`config.mk`:
```
export PLATFORM = sky130hd
export DESIGN_NAME = ram_access_controller
export DESIGN_NICKNAME = d
export VERILOG_FILES = /design/src/rtl/ram_access_controller.sv
export SDC_FILE = /design/constraint.sdc
export NUM_CORES = 1
export LEC_CHECK = 0
export ABC_CLOCK_PERIOD_IN_PS = 2150
export BUFFER_PORTS_ARGS = -buffer_cell sky130_fd_sc_hd__clkbuf_2
export CAP_MARGIN = 20
export CORE_MARGIN = 2
export CORE_UTILIZATION = 40
export CTS_CLUSTER_SIZE = 16
export DETAILED_ROUTE_END_ITERATION = 6
export PLACE_DENSITY = 0.67
export REMOVE_ABC_BUFFERS = 1
export SYNTH_ARGS = -nofsm -noshare
export SYNTH_HDL_FRONTEND = slang
export SYNTH_SLANG_ARGS = --single-unit
```
`constraint.sdc`:
```
create_clock -name i_clk -period 2.15 [get_ports i_clk]
set_input_delay 0.43 -clock i_clk [delete_from_list [all_inputs] [get_ports i_clk]]
set_output_delay 0.43 -clock i_clk [all_outputs]
set_load 0.05 [all_outputs]
```
`src/rtl/ram_access_controller.sv`:
```
// ram_access_controller
// Front end for a 32-word single-port RAM. It takes one read or write request
// at a time, range-checks the address, issues a single-cycle RAM strobe, and
// returns read data or a write acknowledgement on a valid/ready response
// channel. It also keeps wrapping read/write counters and a saturating error
// counter.
//
// State table:
//   state   | meaning
//   S_IDLE  | ready for a request (o_req_ready = 1)
//   S_WRITE | write strobe to RAM this cycle
//   S_READ  | read strobe to RAM this cycle; data captured on the next edge
//   S_RESP  | response presented, waiting for i_rsp_ready
//
// Ports:
//   i_clk, i_rst_n                       clock, async active-low reset
//   i_req_valid/o_req_ready              request handshake
//   i_req_write, i_req_addr, i_req_wdata request payload
//   o_rsp_valid/i_rsp_ready              response handshake
//   o_rsp_rdata, o_rsp_err               response payload
//   o_ram_*, i_ram_data_out              RAM port
//   o_wr_count, o_rd_count, o_err_count  debug counters
module ram_access_controller #(
  parameter int DATA_W = 16,
  parameter int ADDR_W = 16,
  parameter int DEPTH  = 32
) (
  input  logic              i_clk,
  input  logic              i_rst_n,
  input  logic              i_req_valid,
  output logic              o_req_ready,
  input  logic              i_req_write,
  input  logic [ADDR_W-1:0] i_req_addr,
  input  logic [DATA_W-1:0] i_req_wdata,
  output logic              o_rsp_valid,
  input  logic              i_rsp_ready,
  output logic [DATA_W-1:0] o_rsp_rdata,
  output logic              o_rsp_err,
  output logic [DATA_W-1:0] o_ram_data_in,
  output logic [ADDR_W-1:0] o_ram_address,
  output logic              o_ram_write_enable,
  output logic              o_ram_read_enable,
  input  logic [DATA_W-1:0] i_ram_data_out,
  output logic [15:0]       o_wr_count,
  output logic [15:0]       o_rd_count,
  output logic [7:0]        o_err_count
);

  typedef enum logic [1:0] {S_IDLE, S_WRITE, S_READ, S_RESP} state_t;

  state_t            r_state;
  state_t            w_state_nxt;
  logic [DATA_W-1:0] r_ram_data_in;
  logic [ADDR_W-1:0] r_ram_address;
  logic [DATA_W-1:0] r_rsp_rdata;
  logic              r_rsp_err;
  logic [15:0]       r_wr_count;
  logic [15:0]       r_rd_count;
  logic [7:0]        r_err_count;
  logic              w_accept;
  logic              w_addr_err;

  assign w_accept   = (r_state == S_IDLE) && i_req_valid;
  assign w_addr_err = (i_req_addr >= ADDR_W'(DEPTH));

  always_ff @(posedge i_clk or negedge i_rst_n) begin
    if (!i_rst_n) r_state <= S_IDLE;
    else          r_state <= w_state_nxt;
  end

  always_comb begin
    w_state_nxt = r_state;
    case (r_state)
      S_IDLE: begin
        if (w_accept) begin
          if (w_addr_err)       w_state_nxt = S_RESP;
          else if (i_req_write) w_state_nxt = S_WRITE;
          else                  w_state_nxt = S_READ;
        end
      end
      S_WRITE: w_state_nxt = S_RESP;
      S_READ:  w_state_nxt = S_RESP;
      S_RESP:  if (i_rsp_ready) w_state_nxt = S_IDLE;
      default: w_state_nxt = S_IDLE;
    endcase
  end

  // Datapath and counters. Address and write data are only reloaded on an
  // in-range accept so the RAM port holds its last values while idle.
  always_ff @(posedge i_clk or negedge i_rst_n) begin
    if (!i_rst_n) begin
      r_ram_data_in <= '0;
      r_ram_address <= '0;
      r_rsp_rdata   <= '0;
      r_rsp_err     <= 1'b0;
      r_wr_count    <= '0;
      r_rd_count    <= '0;
      r_err_count   <= '0;
    end else begin
      case (r_state)
        S_IDLE: begin
          if (w_accept) begin
            if (w_addr_err) begin
              r_rsp_err   <= 1'b1;
              r_rsp_rdata <= '0;
              if (r_err_count != 8'hFF) r_err_count <= r_err_count + 8'd1;
            end else begin
              r_ram_address <= i_req_addr;
              if (i_req_write) r_ram_data_in <= i_req_wdata;
            end
          end
        end
        S_WRITE: begin
          r_wr_count  <= r_wr_count + 16'd1;
          r_rsp_err   <= 1'b0;
          r_rsp_rdata <= '0;
        end
        S_READ: begin
          // RAM drove data_out on the falling edge inside this cycle.
          r_rd_count  <= r_rd_count + 16'd1;
          r_rsp_err   <= 1'b0;
          r_rsp_rdata <= i_ram_data_out;
        end
        default: ;
      endcase
    end
  end

  // Strobes decode straight from the state register so an async reset drops
  // them immediately and they can never overlap.
  assign o_ram_write_enable = (r_state == S_WRITE);
  assign o_ram_read_enable  = (r_state == S_READ);
  assign o_rsp_valid        = (r_state == S_RESP);
  assign o_req_ready        = (r_state == S_IDLE) && i_rst_n;
  assign o_ram_data_in      = r_ram_data_in;
  assign o_ram_address      = r_ram_address;
  assign o_rsp_rdata        = r_rsp_rdata;
  assign o_rsp_err          = r_rsp_err;
  assign o_wr_count         = r_wr_count;
  assign o_rd_count         = r_rd_count;
  assign o_err_count        = r_err_count;

endmodule

```
==> results_dict.tcl <==
set metrics [dict create \
    worstSkewPairLatency_ps 350 \
    hp-class "input pin to async pin" \
    path_max_fanout 9 \
    cts_buffers 9 \
    met3_length_um 511 \
    final.setup.worst_slack_ps 93.3 \
    cp_data_required_time_ps 2390 \
    rows 36 \
    die_height_um 103 \
    ys_warn_count 0 \
    cp-startpoint "r_state[0]" \
    grt_pass1_wl_um 13800 \
    grt_max_degree 92 \
    die_area_mm2 0.0106 \
    synth_cell_types 36 \
    route.vias.total 2921 \
    r2r_cells 6 \
    port_buffers 145 \
    peakVddDrop_uv 919 \
    diodes 0 \
    arrival_ps 2300 \
    hold_viol_final 0 \
    yosysSeqAreaShare_pct 58.1 \
    rsz0062_at_grt "false" \
    viasPerCell 4.82 \
    yosys_register_bits 91 \
    core-area_mm2 0.00964 \
    regToRegStartpoint "r_state[0]" \
    critical_path.endpoint "o_err_count[7]" \
    setup_viol 0 \
    area_growth_pct 28.7 \
    skew_ps 8.84 \
    max-cap-violations 0 \
    stdcell_count 606 \
    drive_above_1_share_pct 42.7 \
    r2r_slack_ps 90 \
    avgSynthCellArea_um2 12.4 \
    startpoint_type "register" \
    drt_iter0_drc 98 \
    top_layer "met4" \
    grtUsageTotal_pct 16.7 \
    cts_tree "done" \
    criticalPathCategory "register to register" \
    p_leak_nw 2.63 \
    status "finished, final reports clean" \
    period_share_pct 95.7 \
    end_kind "register" \
    timing.fmax_ghz 0.486 \
    syn_area_mm2 0.00392 \
    path_cells "inv_1 > ha_1 > and2_1 > nand3_1 > nor4_1 > mux2_2" \
    final_cell_mix "clkbuf_2, dfrtp_1, nand2_1" \
    relSlewSlack_pct 65.5 \
    placed_cells 590 \
    drv_slew 0 \
    netlist_instances 315 \
    drt-pass1-iter-count 4 \
    wl_per_cell_um 14.1 \
    start_util_pct 40.7 \
    powerDensity_mw_per_mm2 1250 \
    dpl_worst_slack_ps 139 \
    detail_route.wirelength_um 8520 \
    nNetsFinal 528 \
    grt_pass1_vias 2909 \
    route.met2.wl_um 4100 \
    die_width_um 103 \
    final_common_cell "clkbuf_2" \
    root_buffer "clkbuf_8" \
    postPlaceCellArea_mm2 0.00482 \
    max_stage_delay_ps 420 \
    final.min_clock_period_ps 2060 \
    fin_hold_ws_ps 137 \
    clk_pin_slew_worst_paths_ps 90 \
    worstMarginPinSlew_ps 514 \
    gr-total-overflow 0 \
    clock_path_buffers 2 \
    r2r_end "o_err_count[7]" \
    wl_met1_um 3750 \
    antenna_left 0 \
    final_area_mm2 0.00504 \
    h-tree-depth 3 \
    antenna_found_initial 0 \
    ios 146 \
    hpwl_um 6240 \
    drc_errors 0 \
    critPathSlowestCell "dfrtp_1" \
    gp_congestion 0.805 \
    cts_sinks 91 \
]
registers in the layout, indices dropped and copies added (netlist names):
signal and count:
o_ram_address 16, o_ram_data_in 16, o_rd_count 16, o_rsp_rdata 16, o_wr_count 16, o_err_count 8, r_state 2, o_rsp_err 1
cells by family (layout without fill, tap and decap cells):
| group | count (synthesis) | after routing | share of synthesized area, % |
|---|---|---|---|
| mux | 26 | 26 | 8.43 |
| fa+ha+maj | 7 | 7 | 2.23 |
| simple gates | 102 | 102 | 15.0 |
| flops | 91 | 91 | 58.1 |
| compound gates | 39 | 39 | 6.48 |
| buf+inv | 15 | 173 | 1.95 |
| xor+xnor | 35 | 35 | 7.82 |
report_power, final:
part / internal [mW] / switching, mW
combinational: 0.728 / 1.99
clock: 0.652 / 0.576
sequential: 2.04 / 0.303
per-layer routing:
metal	track usage, %	vias to the layer above
met5	0	-
met4	9.01	0
met3	3.66	14
met2	26.1	97
met1	21.8	1399
li1	-	1411
worst max-delay path: cells and delay by family, from the launching register on:
family / cells / cell delay [ps]
multiplexers: 1 / 380
flip-flops: 1 / 420
buffers and inverters: 1 / 100
adder cells (fa/ha/maj): 1 / 240
AND/OR/NAND/NOR: 3 / 810
worst min path at each step:
stage	start	end	slack [ps]	cells past startpoint
final	i_rst_n	o_err_count[7]	140	2
after global routing	i_rst_n	o_err_count[5]	160	2
after CTS	i_rst_n	o_err_count[7]	150	2
after detailed placement	o_ram_address[10]	o_ram_address[10]	470	1
after global placement	o_wr_count[15]	o_wr_count[15]	460	1
after floorplan	i_rst_n	o_err_count[0]	130	0
synthesized netlist by cell type:
cell type | instances | area [um2]
nand4_1 | 10 | 62.6
a21o_1 | 1 | 7.51
nor3_1 | 4 | 20.0
buf_2 | 3 | 15.0
nand2_2 | 1 | 6.26
a21boi_2 | 1 | 11.3
dfrtp_1 | 91 | 2280
nand3_4 | 1 | 17.5
nand4b_1 | 1 | 8.76
nor4_4 | 2 | 42.5
nor4_1 | 1 | 6.26
buf_6 | 2 | 22.5
and2_1 | 13 | 81.3
o211ai_1 | 16 | 120
nand3_1 | 11 | 55.1
or3_1 | 1 | 6.26
and3_1 | 6 | 37.5
nand2_1 | 34 | 128
nand3_2 | 1 | 10.0
o21ai_0 | 18 | 90.1
xor2_1 | 11 | 96.3
nor3b_1 | 2 | 15.0
nor2_1 | 5 | 18.8
nand2b_1 | 3 | 18.8
or2_2 | 1 | 6.26
mux2_4 | 10 | 150
a21oi_1 | 1 | 5.00
mux2_2 | 16 | 180
and4_1 | 4 | 35.0
ha_1 | 7 | 87.6
and3_4 | 1 | 11.3
inv_1 | 4 | 15.0
clkbuf_2 | 1 | 5.00
clkbuf_1 | 5 | 18.8
a32o_1 | 2 | 20.0
xnor2_1 | 24 | 210
area by class of cell:
cell class | count | area, um2
Inverter | 4 | 15.0
Sequential cell | 91 | 2280
Clock inverter | 5 | 77.6
Fill cell | 910 | 4600
Multi-Input combinational cell | 209 | 1570
Clock buffer | 11 | 131
Timing Repair Buffer | 153 | 807
Tap cell | 133 | 166
timing repair:
| action | 4_1_cts | 5_1_grt |
|---|---|---|
| hold buffers | 0 | 0 |
| endpoints found under the setup margin | 1 | 1 |
| buffers inserted | 0 | 0 |
| pin swaps | 0 | 0 |
| gates resized for setup | 2 | 1 |
metrics by stage:
stage | utilization (%) | setup TNS (ps) | total power [mW]
floorplan | - | -948 | 4.27
global placement | 50.1 | 0 | 5.04
detailed placement | 50.1 | 0 | 5.09
CTS | 52.3 | 0 | 6.34
global route | 52.3 | 0 | 6.68
finish | 52.3 | 0 | 6.28
(Power assumes the default switching activity.)
